--- config.mk ---
export PLATFORM = sky130hd
export DESIGN_NAME = shortest_path_traceback
export DESIGN_NICKNAME = d
export VERILOG_FILES = /design/src/rtl/shortest_path_pkg.sv /design/src/rtl/sp_cell_addr.sv /design/src/rtl/shortest_path_traceback.sv
export SDC_FILE = /design/constraint.sdc
export NUM_CORES = 1
export LEC_CHECK = 0
export BUFFER_PORTS_ARGS = -buffer_cell sky130_fd_sc_hd__buf_2
export CAP_MARGIN = 5
export CORE_ASPECT_RATIO = 2
export CORE_MARGIN = 3
export CORE_UTILIZATION = 48
export CTS_CLUSTER_DIAMETER = 120
export DETAILED_ROUTE_END_ITERATION = 7
export PLACE_DENSITY = 0.86
export SYNTH_ARGS = -nofsm -noshare
export SYNTH_HDL_FRONTEND = slang
export SYNTH_SLANG_ARGS = --single-unit
--- constraint.sdc ---
create_clock -name Clk -period 3.76 [get_ports Clk]
set_input_delay 0.94 -clock Clk [delete_from_list [all_inputs] [get_ports Clk]]
set_output_delay 0.94 -clock Clk [all_outputs]
set_load 0.005 [all_outputs]
--- src/rtl/shortest_path_pkg.sv ---
// Shared definitions for the grid shortest-path solver and its traceback stage.
// Contents:
//   D_WIDTH_DEF / A_WIDTH_DEF : default memory data and address widths
//   DIR_START/RIGHT/DOWN      : direction codes stored in the P memory
//   state_t                   : traceback FSM state encoding
package shortest_path_pkg;

    localparam int D_WIDTH_DEF = 8;
    localparam int A_WIDTH_DEF = 16;

    // The solver stage writes these codes into P, so they must stay in step.
    localparam logic [7:0] DIR_START = 8'h08;
    localparam logic [7:0] DIR_RIGHT = 8'h09;
    localparam logic [7:0] DIR_DOWN  = 8'h0A;

    typedef enum logic [2:0] {
        ST_IDLE,
        ST_COST_RD,
        ST_COST_CAP,
        ST_P_RD,
        ST_P_CAP,
        ST_R_WR,
        ST_FIN
    } state_t;

endpackage

--- src/rtl/sp_cell_addr.sv ---
// Combinational (row, column) -> linear cell index row*SIZE_ROW+col.
// Ports:
//   i_Row  : row index
//   i_Col  : column index
//   o_Addr : linear cell index, A_WIDTH unsigned
module sp_cell_addr
    import shortest_path_pkg::*;
#(
    parameter int SIZE_ROW = 4,
    parameter int A_WIDTH  = A_WIDTH_DEF,
    parameter int RW       = 2,
    parameter int CW       = 2
) (
    input  logic [RW-1:0]      i_Row,
    input  logic [CW-1:0]      i_Col,
    output logic [A_WIDTH-1:0] o_Addr
);

    assign o_Addr = A_WIDTH'(i_Row) * A_WIDTH'(SIZE_ROW) + A_WIDTH'(i_Col);

endmodule

--- src/rtl/shortest_path_traceback.sv ---
// Traceback stage of the grid shortest-path solver. Reads the total cost from
// L[LAST], then walks the P direction memory from the bottom-right cell back to
// the start cell, writing each visited cell index into R so that R[0] holds the
// start cell. Malformed walks end early with an Err pulse alongside Done.
// Ports:
//   Clk, Rst                 : clock, synchronous active-high reset
//   i_Go                     : start request, only honoured in IDLE
//   i_L_In / i_P_In          : L / P read data, one cycle after the read strobe
//   o_L_Addr/o_L_En/o_L_Rw   : L memory read port
//   o_P_Addr/o_P_En/o_P_Rw   : P memory read port
//   o_R_Out/o_R_Addr/o_R_En/o_R_Rw : route memory write port
//   o_Cost, o_Steps          : result of the last run, held until the next Go
//   o_Done, o_Err            : one-cycle end-of-run pulses
module shortest_path_traceback
    import shortest_path_pkg::*;
#(
    parameter int SIZE_ROW = 4,
    parameter int NUM_ROWS = 4,
    parameter int D_WIDTH  = D_WIDTH_DEF,
    parameter int A_WIDTH  = A_WIDTH_DEF
) (
    input  logic               Clk,
    input  logic               Rst,
    input  logic               i_Go,
    input  logic [D_WIDTH-1:0] i_L_In,
    input  logic [D_WIDTH-1:0] i_P_In,
    output logic [A_WIDTH-1:0] o_L_Addr,
    output logic               o_L_En,
    output logic               o_L_Rw,
    output logic [A_WIDTH-1:0] o_P_Addr,
    output logic               o_P_En,
    output logic               o_P_Rw,
    output logic [D_WIDTH-1:0] o_R_Out,
    output logic [A_WIDTH-1:0] o_R_Addr,
    output logic               o_R_En,
    output logic               o_R_Rw,
    output logic [D_WIDTH-1:0] o_Cost,
    output logic [D_WIDTH-1:0] o_Steps,
    output logic               o_Done,
    output logic               o_Err
);

    localparam int RW   = (NUM_ROWS > 1) ? $clog2(NUM_ROWS) : 1;
    localparam int CW   = (SIZE_ROW > 1) ? $clog2(SIZE_ROW) : 1;
    localparam int LAST = NUM_ROWS * SIZE_ROW - 1;
    localparam int PLEN = NUM_ROWS + SIZE_ROW - 1;
    localparam int KW   = $clog2(PLEN + 1);

    state_t             r_State;
    state_t             w_NextState;
    logic [RW-1:0]      r_Row;
    logic [CW-1:0]      r_Col;
    logic [KW-1:0]      r_K;
    logic [D_WIDTH-1:0] r_Dir;
    logic [D_WIDTH-1:0] r_Cost;
    logic [D_WIDTH-1:0] r_Steps;
    logic               r_ErrFlag;
    logic               w_Bad;
    logic [A_WIDTH-1:0] w_CellAddr;

    sp_cell_addr #(
        .SIZE_ROW (SIZE_ROW),
        .A_WIDTH  (A_WIDTH),
        .RW       (RW),
        .CW       (CW)
    ) u_cell_addr (
        .i_Row  (r_Row),
        .i_Col  (r_Col),
        .o_Addr (w_CellAddr)
    );

    // Next-state and Moore strobe decode. A step is only taken when the stored
    // direction points at a cell still inside the grid; every other case ends
    // the run with the error flag, which also bounds the walk to PLEN cells.
    always_comb begin
        w_NextState = r_State;
        w_Bad       = 1'b0;
        o_L_Addr    = '0;
        o_L_En      = 1'b0;
        o_L_Rw      = 1'b0;
        o_P_Addr    = '0;
        o_P_En      = 1'b0;
        o_P_Rw      = 1'b0;
        o_R_Out     = '0;
        o_R_Addr    = '0;
        o_R_En      = 1'b0;
        o_R_Rw      = 1'b0;
        o_Done      = 1'b0;
        o_Err       = 1'b0;
        case (r_State)
            ST_IDLE: begin
                if (i_Go) w_NextState = ST_COST_RD;
            end
            ST_COST_RD: begin
                o_L_En      = 1'b1;
                o_L_Addr    = A_WIDTH'(LAST);
                w_NextState = ST_COST_CAP;
            end
            ST_COST_CAP: w_NextState = ST_P_RD;
            ST_P_RD: begin
                o_P_En      = 1'b1;
                o_P_Addr    = w_CellAddr;
                w_NextState = ST_P_CAP;
            end
            ST_P_CAP: w_NextState = ST_R_WR;
            ST_R_WR: begin
                o_R_En   = 1'b1;
                o_R_Rw   = 1'b1;
                o_R_Addr = A_WIDTH'(PLEN - 1) - A_WIDTH'(r_K);
                o_R_Out  = D_WIDTH'(w_CellAddr);
                if (r_Dir == D_WIDTH'(DIR_START) && r_Row == '0 && r_Col == '0)
                    w_NextState = ST_FIN;
                else if (r_Dir == D_WIDTH'(DIR_RIGHT) && r_Col != '0)
                    w_NextState = ST_P_RD;
                else if (r_Dir == D_WIDTH'(DIR_DOWN) && r_Row != '0)
                    w_NextState = ST_P_RD;
                else begin
                    w_NextState = ST_FIN;
                    w_Bad       = 1'b1;
                end
            end
            ST_FIN: begin
                o_Done      = 1'b1;
                o_Err       = r_ErrFlag;
                w_NextState = ST_IDLE;
            end
            default: w_NextState = ST_IDLE;
        endcase
    end

    // State register and walk datapath. The position only moves when the
    // decoder has accepted the step, so a failing cell is written but never left.
    always_ff @(posedge Clk) begin
        if (Rst) begin
            r_State   <= ST_IDLE;
            r_Row     <= '0;
            r_Col     <= '0;
            r_K       <= '0;
            r_Dir     <= '0;
            r_Cost    <= '0;
            r_Steps   <= '0;
            r_ErrFlag <= 1'b0;
        end else begin
            r_State <= w_NextState;
            case (r_State)
                ST_IDLE: begin
                    if (i_Go) begin
                        r_Row     <= RW'(NUM_ROWS - 1);
                        r_Col     <= CW'(SIZE_ROW - 1);
                        r_K       <= '0;
                        r_Cost    <= '0;
                        r_Steps   <= '0;
                        r_ErrFlag <= 1'b0;
                    end
                end
                ST_COST_CAP: r_Cost <= i_L_In;
                ST_P_CAP:    r_Dir  <= i_P_In;
                ST_R_WR: begin
                    r_K       <= r_K + KW'(1);
                    r_Steps   <= D_WIDTH'(r_K) + D_WIDTH'(1);
                    r_ErrFlag <= w_Bad;
                    if (w_NextState == ST_P_RD) begin
                        if (r_Dir == D_WIDTH'(DIR_RIGHT)) r_Col <= r_Col - CW'(1);
                        else                              r_Row <= r_Row - RW'(1);
                    end
                end
                default: ;
            endcase
        end
    end

    assign o_Cost  = r_Cost;
    assign o_Steps = r_Steps;

endmodule

==> run summary, run 1 <==
The flow ran to the end, and the final reports show no timing, DRC or antenna violations. Data on the critical path arrives at its endpoint at 2.12 ns. The clock latency of the later-clocked register in the worst-skew pair is 0.27 ns, and the number of warnings issued by yosys is 0. The post-layout minimum cycle time was 3.06 ns. The tools report the number of buffers created by CTS as 3. Input and output buffers added on the ports amount to 64.

In this run the clock root is driven by a clkbuf_8. After synthesis, the most frequently instantiated cells are buf_4, dfxtp_1, nor2_1, a21oi_1, nand2_1. The worst relative slew slack is 0.554. The signal on the critical path passes through nand3b_1 -> inv_1 -> and2_1 -> buf_2. For the count of pins on the block boundary, the log shows 99. Setup repair after global routing left no endpoint under its margin. VDD sags by at most 326 uV. In the routed layout, each cell is associated on average with a via count of 4.87. The most area-hungry cell type in the Yosys netlist is dfxtp_1. Overall via count from detail_route: 1472.

After synthesis, the cell types taking the most area are dfxtp_1, buf_4, a21oi_1. Once the clock tree was built, the resizer swapped 0 gates to a different size. The clock sink count is 28, and the mean instance size in the synthesized netlist is 8.34 um^2. TritonCTS built the clock tree. Setup violations remaining at the end of the flow were counted as 0. Adding up every negative setup slack in the final design gives 0 ns. The logs give 0.818 for the routability congestion estimate and 3490 um^2 for the core outline area. The portion of the post-synthesis area used by sequential elements came out at 0.313. The cell family contributing the most delay on the critical path is flip-flops. The power density of the placed cells was 386 nW/um^2; the largest stage delay on the critical path was 0.70 ns. Max-cap violations in this run came to 0. For this design, the slowest cell found on the critical path is dfxtp_1.

The number of global-route vias before repair was 1387; the summed instance area of the synthesized netlist was 1790 um^2. In the synthesized netlist the dominant register cell turns out to be dfxtp_1. The number of enable flip-flop cells after synthesis was 0; the wire length of the first global-routing pass was 6090 um. The critical path is of the flip-flop to primary output type. Portion of synthesized cell area occupied by the leading cell type: 0.313. The async set or reset register ratio after synthesis was 0; the final period utilization was 0.814.

The maximum net fanout on the critical path is 21. Across the whole layout, storage elements account for 561 um^2. The number of cell rows is 30. The total global routing overflow was 0; the die width was 49.2 um.

In the routed design, unresolved DRC markers number 0. The routed length per instance came out at 12.6 um. For this block, the initial DRC count from the detailed router was 32. The floorplan step defined a die boundary enclosing 4550 um^2. In this run the deepest clock path goes through 2 buffers. The number of fill cells in the layout is 336. The design draws 750 uW. The tools report the critical path launch point type as a flip-flop. The routed wire length is 3790 um. In this run the remaining antenna-violating nets after routing total 0. For the total placed cells including tap cells, the log shows 298.

Number of setup buffers added after CTS: 0. The initial antenna violation count is 0. Detailed placement finished with a half-perimeter wire length of 2990 um. The final count of pins violating max slew is 0.

For the global routing usage summed across all routing layers, the log shows 0.165. The leakage power figure was 0.000982 uW; the die extent in y was 92.4 um. Relative to the synthesized area, the layout overhead comes to 8.37%. After technology mapping, the gate count stands at 215. The number of hold buffers added after cts was 0. Entering global routing, the biggest net connects 32 pins.

buf_4 is the most common cell in the netlist. The tools report the endpoint required time on the critical path as 2.82 ns. The share of cells above drive strength 1 came out at 0.311. The tightest hold path in the finished design has a slack of 0.467 ns. At the pin with the least slew margin, the transition time is 0.663 ns. Multi-input combinational cell area: 901 um^2. For the CTS H-tree depth, the log shows 1.

The count of TritonRoute iterations in the first routing pass is 4. The tools report the final hold violation count as 0. Endpoint kind of the worst setup timing path: a primary output.

The logs give 0.514 for the initial standard-cell utilization of the core and 327 MHz for the highest clock rate. For this run, the number of standard cells in the final layout without fillers is 302. The worst min-delay path class is flip-flop to flip-flop. Counting both buffers and inverters, the worst setup path holds a total of 2. Share of the core filled with cells: 0.557. The clock-pin transition on the worst setup and hold timing paths is 0.09 ns, and the final clock skew is 0.00575 ns. The synthesized netlist contains 44 unique library cells. The antenna diode count is 0, and the number of nets in the finished design is 278. In this run, synthesis produced a sequential element count of 28.
cell usage in the layout (no fill, tap or decap), types with 2 or more instances in the layout:
cell type,count
conb_1,34
ha_1,4
a21oi_1,16
mux2i_1,8
a211oi_1,2
or2_2,2
nor3b_1,3
nand2b_1,2
buf_2,64
mux2_1,2
nand3_1,11
or4b_1,2
nor3_1,6
nand2_1,13
dfxtp_1,28
nand4_1,2
nor2_1,17
inv_1,6
and3b_1,2
clkbuf_8,3
or3b_2,3
and2_1,2
flip-flops by register name, summed over array words and instances (netlist names):
name	cells
r_State	3
r_Dir	8
o_Steps	2
o_Cost	8
r_ErrFlag	1
r_K	2
r_Col	2
r_Row	2
cells by family after synthesis:
family | after synthesis | synth area share
and+or+nand+nor | 75 | 0.248
buffers and inverters | 69 | 0.254
DFF | 28 | 0.313
AOI/OAI and AO/OA | 26 | 0.0886
muxes | 10 | 0.0572
adders and majority gates | 4 | 0.0279
xor gates and xnor gates | 2 | 0.00977
other | 1 | 0.00209
worst paths after layout:
path                                from                      to  slack, ns  cells after the start
setup / recovery   r_State[2]$_SDFF_PP0_             o_R_Addr[0]       0.70                      4
hold / removal    o_Cost[6]$_SDFFE_PP0P_  o_Cost[6]$_SDFFE_PP0P_       0.47                      2
setup reg to reg   r_State[2]$_SDFF_PP0_   r_Row[1]$_SDFFE_PP0P_       1.63                      3
hold reg to reg   o_Cost[6]$_SDFFE_PP0P_  o_Cost[6]$_SDFFE_PP0P_       0.47                      2
worst reg2reg max path, cell delays in order (launching register included):
cell and delay, ns:
dfxtp_1 0.70, nand3b_1 0.51, nor4_4 0.45, mux2_1 0.35
metrics by stage:
stage	area (um^2)	setup WS, ns
after floorplan	1920	1.42
after global placement	1870	1.03
after detailed placement	1870	0.996
after CTS	1940	0.684
after global routing	1940	0.483
final	1940	0.700
cell type report:
type,instances,area share
clock buffers,3,0.0212
clock inverters,1,0.0155
inverters,6,0.0116
multi-input cells,151,0.464
flip-flops and latches,28,0.288
well taps,48,0.0309
repair buffers,65,0.169
metal layers:
layer	GRT usage	routed length (um)
met1	0.157	1310
met2	0.316	2120
met5	0	0
met3	0.0225	271
met4	0.105	91
where the power goes:
| group | total (uW) | switching, uW | leakage [uW] | internal, uW |
|---|---|---|---|---|
| logic | 167 | 98.5 | 0.000718 | 68.6 |
| registers | 350 | 29.1 | 0.000228 | 321 |
| clock network | 233 | 90.5 | 0.0000357 | 142 |
| total | 750 | 218 | 0.000982 | 532 |
No activity file was read; power rests on OpenSTA's default activity.
==> inputs of run 2 (changes only) <==
- CORE_UTILIZATION: 48 -> 40
- PLACE_DENSITY: 0.86 -> 0.76
- clock period: 3.76 -> 2.7 ns (I/O delays scaled with it)
==> run 2 against run 1 <==
Net effect:
- clock skew fell by 0.0011 ns
- sequential power rose by 37%
- critical path depth did not move
- critical endpoint is now o_R_Addr[5]
- non-clock buffer count rose by 2
- total power rose by 40%
- first-iteration DRC count fell by 34%
- design area rose by 1.0%
- clock-buffer cell count did not move
- die area rose by 18%
- register-to-register slack got worse by 0.75 ns
- global-route usage fell by 2.3 points
==> run summary, run 2 (synthesis gave the netlist of run 1 again) <==
The min-delay analysis places its worst path in the category flip-flop to flip-flop. For the wire length of the first global-routing pass, the log shows 5790 um (-5.0%). The run gives 308 (+2.0%) as the count of placed standard cells in the final layout, fillers left out.

The top cell types in the final layout, fill and taps aside, are buf_2, conb_1, dfxtp_1, nor2_1, a21oi_1. The depth of the worst register-to-register path was 4 (+1). The logs give 0.426 (-0.0879) for the initial standard-cell utilization of the core and 0 (unchanged) for the final count of negative-setup-slack endpoints.

The flow ran to the end, and the final reports show no timing, DRC or antenna violations. The CTS H-tree depth is 1 (unchanged), and the number of nets in the finished design is 280 (+0.72%). The logs give 2.03 ns (-0.79 ns) for the endpoint required time on the critical path and 304 (+2.0%) for the total placed cells including tap cells. The routed length per instance is 12.3 um (-2.4%). The area enclosed by the die boundary was 5370 um^2 (+18%). The most common cell after layout, fill and taps aside is buf_2. The post-layout minimum cycle time is 2.30 ns. The hold-critical path depth was 2 (unchanged); the count of input and output buffers was 64 (unchanged). The logs give 0.28 ns (about the same) for the clock latency of the later-clocked register in the worst-skew pair and 3780 um (-0.42%) for the routed wire length. The number of cell rows is 33 (+10%). Final period utilization: 0.853. The number of buffers created by CTS was 3 (unchanged); the number of nets still failing antenna checks after routing was 0 (unchanged). The logs give 2 (unchanged) for the number of buffers on the longest clock path and 0.142 (-0.0227) for the global routing usage summed across all routing layers. The die extent in y was 101 um (+8.9%); the number of fill cells in the layout was 463 (+38%). The smallest hold slack was 0.477 ns (+0.00995 ns); the area overhead of the layout relative to synthesis was 9.49%. The logs give 4210 um^2 (+21%) for the core outline area and 0 (unchanged) for the number of setup buffers added after CTS. The worst-margin pin slew works out to 0.592 ns (-0.0710 ns).

The leakage power figure came out at 0.000991 uW (+0.97%). The routability congestion estimate came out at 0.807 (-1.3%). TritonCTS built the clock tree.

The logs give 0 (unchanged) for the initial antenna violation count and 0 (unchanged) for the total global routing overflow. The power density of the placed cells works out to 535 nW/um^2 (+38%). The tools report the clock sink count as 28 (unchanged). The run gives 0.606 (+0.0514) as the worst relative slew slack.

The pin count of the biggest net entering global routing is 32 (unchanged). The maximum net fanout on the critical path is 13 (-38%), and the remaining routing DRC violations is 0 (unchanged). The share of cells above drive strength 1 was 0.316 (+0.00538); the number of global-route vias before repair was 1305 (-5.9%).

Count of instances resized after the clock tree is built: 0 (unchanged). The final count of pins violating max slew is 0 (unchanged), and the final hold violation count is 0 (unchanged). The count of TritonRoute iterations in the first routing pass is 4 (unchanged). The clock-pin transition on the worst setup and hold timing paths was 0.09 ns (about the same); the per-cell via count in the routed design was 4.78 (-1.9%). The die width works out to 53.3 um (+8.4%). The worst setup path is launched from a flip-flop.

The tools report the number of hold buffers added after cts as 0 (unchanged). Static timing analysis puts the maximum clock frequency at 434 MHz. The max-capacitance violation count is 0 (unchanged). The run gives 99 (unchanged) as the count of pins on the block boundary.

STA classifies the critical path endpoint as a primary output. In this run the clock root is driven by a clkbuf_8. For the share of the core filled with cells, the log shows 0.466 (-0.0905). The run gives 0 (unchanged) as the antenna diode count.

Setup repair after global routing left no endpoint under its margin. The highest ir drop seen on vdd came out at 330 uV (+1.2%). Kind of critical path: flip-flop to primary output. The final clock skew was 0.00466 ns (-0.00109 ns). The post-route setup TNS is 0 ns (unchanged). The overall via count from detail_route was 1472 (unchanged).

The overall power after layout was 1050 uW (+40%); the arrival time reported for the critical path endpoint was 1.63 ns (-0.49 ns). The initial detailed-routing violation count was 21 (-34%); the detailed placer's ending HPWL was 2970 um (-0.67%).
run 2: cell count changes in the layout (fill, tap and decap cells not counted), sizes merged:
| cell | previous run | this run |
|---|---|---|
| buf | 65 | 67 |
run 2: path summary, 6_finish.rpt:
check / slack (ns) / startpoint / end
worst max-delay path: 0.40 / r_State[0]$_SDFF_PP0_ / o_R_Addr[5]
worst min-delay path: 0.48 / o_Cost[0]$_SDFFE_PP0P_ / o_Cost[0]$_SDFFE_PP0P_
worst min register to register: 0.48 / o_Cost[0]$_SDFFE_PP0P_ / o_Cost[0]$_SDFFE_PP0P_
worst max register to register: 0.88 / r_State[2]$_SDFF_PP0_ / r_ErrFlag$_SDFFE_PP0P_
run 2: cell type report:
class                   count  area, um^2  share of cell area
multi-input cells         151         901               0.459
flip-flops and latches     28         561               0.286
repair buffers             67         343               0.175
well taps                  52        65.1              0.0331
clock buffers               3        41.3              0.0210
clock inverters             1        30.0              0.0153
inverters                   6        22.5              0.0115
run 2: worst max-delay path, cell delays in order (launching register included):
cell and delay, ns:
dfxtp_1 0.53, nand2b_1 0.13, or2_2 0.32, inv_1 0.21
buf_2 0.17
run 2: where the power goes:
part / internal (uW) / leakage [uW] / switching, uW
logic: 99.6 / 0.000728 / 141
registers: 447 / 0.000228 / 33.1
clock network: 199 / 0.0000357 / 130
total: 746 / 0.000991 / 304
run 2: through the flow:
step,area [um^2],setup slack [ns]
6_report,1960,0.396
5_1_grt,1960,0.187
4_1_cts,1960,0.361
3_5_place_dp,1890,0.674
3_3_place_gp,1890,0.720
2_1_floorplan,1920,0.625
run 2: routing by layer:
metal,up-vias,track usage,share of wire
met3,8,0.0104,0.076
met4,0,0.0866,0.026
met5,-,0,0
li1,725,-,-
met2,74,0.268,0.55
met1,665,0.140,0.34
==> inputs of run 3 (changes only) <==
- CORE_UTILIZATION: 40 -> 41
- SYNTH_HIERARCHICAL: not set -> 1
==> run 3 against run 2 <==
Net effect:
- register-to-register slack better by 0.05 ns
- sequential power is 7.3% lower
- fmax is 1.1% lower
- worst setup slack worse by 0.027 ns
- critical path depth stayed put
- cell count is 3.6% higher
- first-iteration DRC count is 14% lower
- clock-buffer cell count stayed put
- clock power is 31% lower
- critical path type unchanged
- critical endpoint is now o_R_Addr[12]
- largest cell class unchanged
==> run summary, run 3 <==
The logs give 0.133 (-0.00898) for the global routing usage summed across all routing layers and 0 (unchanged) for the number of nets still failing antenna checks after routing. The tools report the reg-to-reg startpoint as r_Col[0]$_SDFFE_PP0P_. For the clock sink count, the log shows 28 (unchanged). The run gives 0 (unchanged) as the antenna diode count. The number of buffers created by CTS is 3 (unchanged), and the remaining routing DRC violations is 0 (unchanged). The number of nets in the finished design came out at 289 (+3.2%).

The logs give 0.432 (+0.00648) for the initial standard-cell utilization of the core and 2010 um^2 (+2.2%) for the total non-filler cell area in the finished layout. The number of enable flip-flop cells after synthesis is 0 (unchanged), and the post-layout minimum cycle time is 2.33 ns (+0.0265 ns). The per-cell via count in the routed design was 4.74 (-0.89%); the area enclosed by the die boundary was 5620 um^2 (+4.6%). The CTS H-tree depth is 1 (unchanged). The flow ran to the end, and the final reports show no timing, DRC or antenna violations. Final period utilization: 0.863 (+0.00983).

The compound-cell area share of the yosys netlist is 0.172 (+0.0838), and the overall via count from detail_route is 1511 (+2.6%). The area growth from synthesis to layout is 3.89%. The final hold violation count was 0 (unchanged).

The run gives 0.449 (-0.0171) as the share of the core filled with cells. The tools report the final count of negative-setup-slack endpoints as 0 (unchanged). The flip-flop and latch count after synthesis is 28 (unchanged). The logs give 0.290 (-0.0223) for the portion of the post-synthesis area used by sequential elements and 0 (unchanged) for the final count of pins violating max slew. For the initial detailed-routing violation count, the log shows 18 (-14%). The critical path launch point type is a flip-flop. The count of cell types in the netlist was 43 (-2.3%); the pin count of the biggest net entering global routing was 30 (-6.3%). The most common cell after layout, fill and taps aside was buf_2. The tools report the count of pins on the block boundary as 99 (unchanged).

The clock-pin transition on the worst setup and hold timing paths was 0.09 ns (about the same). The number of global-route vias before repair is 1290 (-1.1%). Detailed placer's ending HPWL: 2870 um (-3.2%). The tree is rooted in a clkbuf_8. The die extent in y was 103 um (+2.3%). For the sequential cell area, the log shows 561 um^2 (unchanged). The core outline area is 4470 um^2 (+6.1%).

The most area-hungry cell type in the Yosys netlist is dfxtp_1. The worst setup path is of the flip-flop to primary output kind. In this run the critical register-to-register path is captured at r_State[2]$_SDFF_PP0_.

For the summed instance area of the synthesized netlist, the log shows 1930 um^2 (+7.7%). Setup repair after global routing left no endpoint under its margin. The tools report the number of fill cells in the layout as 469 (+1.3%).

The register-to-register setup slack is 0.93 ns (+0.05 ns), and the power density of the placed cells is 407 nW/um^2 (-24%). The run gives 0.00225 ns (-0.00241 ns) as the final clock skew. The run gives 0 (unchanged) as the initial antenna violation count.

Yosys attributes the largest share of cell area to dfxtp_1, buf_4, and2_1. For the max-capacitance violation count, the log shows 0 (unchanged). By count the netlist is led by buf_4, dfxtp_1, and2_1, nor2_1, a21oi_1. Number of buffers on the longest clock path: 2 (unchanged).

Post-route setup TNS: 0 ns (unchanged). The worst hold path begins at r_Dir[5]$_SDFFE_PP0P_. The worst-margin pin slew is 0.601 ns (+0.00892 ns), and the synthesized instance count is 231 (+7.4%). The mean instance size in the synthesized netlist was 8.36 um^2 (+0.22%); the number of cell rows was 34 (+3.0%).

The leakage power figure was 0.00102 uW (+2.9%). The endpoint required time on the critical path was 2.03 ns (about the same). The routed length per instance was 11.8 um (-3.7%); the worst relative slew slack was 0.597 (-0.00863).

The die width is 54.5 um (+2.2%). The tools report the highest ir drop seen on vdd as 274 uV (-17%). In the synthesized netlist the dominant register cell turns out to be dfxtp_1. The hold-critical path depth is 2 (unchanged), and the number of setup buffers added after CTS is 0 (unchanged). The multi-input combinational cell area was 972 um^2 (+7.9%). TritonCTS built the clock tree.

The end point of the worst hold path is r_Dir[5]$_SDFFE_PP0P_. The async set or reset register ratio after synthesis was 0 (unchanged); the routability congestion estimate was 0.781 (-3.2%). Main combinational cell family by area after synthesis: buffers and inverters.

The run gives 1.66 ns (+0.03 ns) as the arrival time reported for the critical path endpoint. In the post-synthesis netlist, the cell with the most instances is buf_4. The number of hold buffers added after cts is 0 (unchanged), and the maximum net fanout on the critical path is 17 (+4).

The top cell types in the final layout, fill and taps aside, are buf_2, conb_1, dfxtp_1, and2_1, nor2_1. The logs give 4 (unchanged) for the count of TritonRoute iterations in the first routing pass and 1960 um^2 (+3.8%) for the instance area after placement. The post-synthesis share of cell area spent on and, or, nand and nor gates came out at 0.243 (-0.00470). The worst min-delay path class is flip-flop to flip-flop. The number of warnings issued by yosys is 6 (+6).

The count of instances resized after the clock tree is built was 0 (unchanged). The total global routing overflow is 0 (unchanged), and the portion of synthesized cell area occupied by the leading cell type is 0.290 (-0.0223). The post-synthesis adder-cell area fraction is 0.0194 (-0.00847). The area share of xor/xnor cells in the synthesized design was 0.00454 (-0.00523). The endpoint kind of the worst setup timing path was a primary output. The count of input and output buffers was 64 (unchanged).

The depth of the worst register-to-register path is 6 (+2), and the share of cells above drive strength 1 is 0.321 (+0.00435). The multiplexer share of the synthesized area was 0.00583 (-0.0514). The highest clock rate is 429 MHz (-1.1%). The wire length of the first global-routing pass came out at 5640 um (-2.6%).

The logs give 3770 um (-0.24%) for the routed wire length and 0.27 ns (about the same) for the clock latency of the later-clocked register in the worst-skew pair.
==> run 3: cell type report <==
class,count,area share
clock buffer,3,0.0206
inverter,7,0.0143
multi-input combinational,161,0.485
sequential,28,0.279
tap,54,0.0337
timing repair buffer,66,0.167
==> run 3: how the worst max path moves through the flow <==
| stage | from | end | slack, ns | cells after the start |
|---|---|---|---|---|
| floorplan | r_State[2]$_SDFF_PP0_ | o_R_Addr[10] | 0.83 | 4 |
| global route | r_State[1]$_SDFF_PP0_ | o_R_Addr[8] | 0.21 | 4 |
| finish | r_State[1]$_SDFF_PP0_ | o_R_Addr[12] | 0.37 | 4 |
| global placement | r_State[1]$_SDFF_PP0_ | o_R_Addr[15] | 0.72 | 4 |
| CTS | r_State[1]$_SDFF_PP0_ | o_R_Addr[7] | 0.34 | 4 |
| detailed placement | r_State[1]$_SDFF_PP0_ | o_R_Addr[7] | 0.65 | 4 |
==> run 3: through the flow <==
| step | total power [uW] | setup slack, ns | hold slack [ns] | cells |
|---|---|---|---|---|
| after CTS | 821 | 0.339 | 0.495 | 319 |
| after global placement | 594 | 0.719 | 0.470 | 316 |
| after floorplan | 606 | 0.831 | 0.454 | 259 |
| final | 816 | 0.369 | 0.491 | 319 |
| after global routing | 857 | 0.214 | 0.531 | 319 |
| after detailed placement | 598 | 0.648 | 0.481 | 316 |
==> run 3: metal layers <==
layer | vias up | GRT usage | share of wire
met5 | - | 0 | 0
met4 | 0 | 0.0672 | 0.021
met3 | 7 | 0.0232 | 0.079
met2 | 65 | 0.226 | 0.54
met1 | 678 | 0.154 | 0.36
li1 | 761 | - | -
==> run 3: critical path: stages, from the launching register on <==
cell	delay (ns)
dfxtp_1	0.40
nand3b_4	0.23
inv_4	0.16
and4_1	0.41
buf_2	0.18
==> run 3: logic make-up after synthesis <==
group           after synthesis
compound gates               49
xor+xnor                      1
fa+ha+maj                     3
buf+inv                      70
flops                        28
mux                           1
other cells                   2
simple gates                 77
==> run 3: power by group <==
group	internal, uW	leakage [uW]	switching (uW)
sequential	430	0.000228	15.9
clock	100	0.0000216	128
combinational	60.8	0.000771	81.2
total	591	0.00102	225
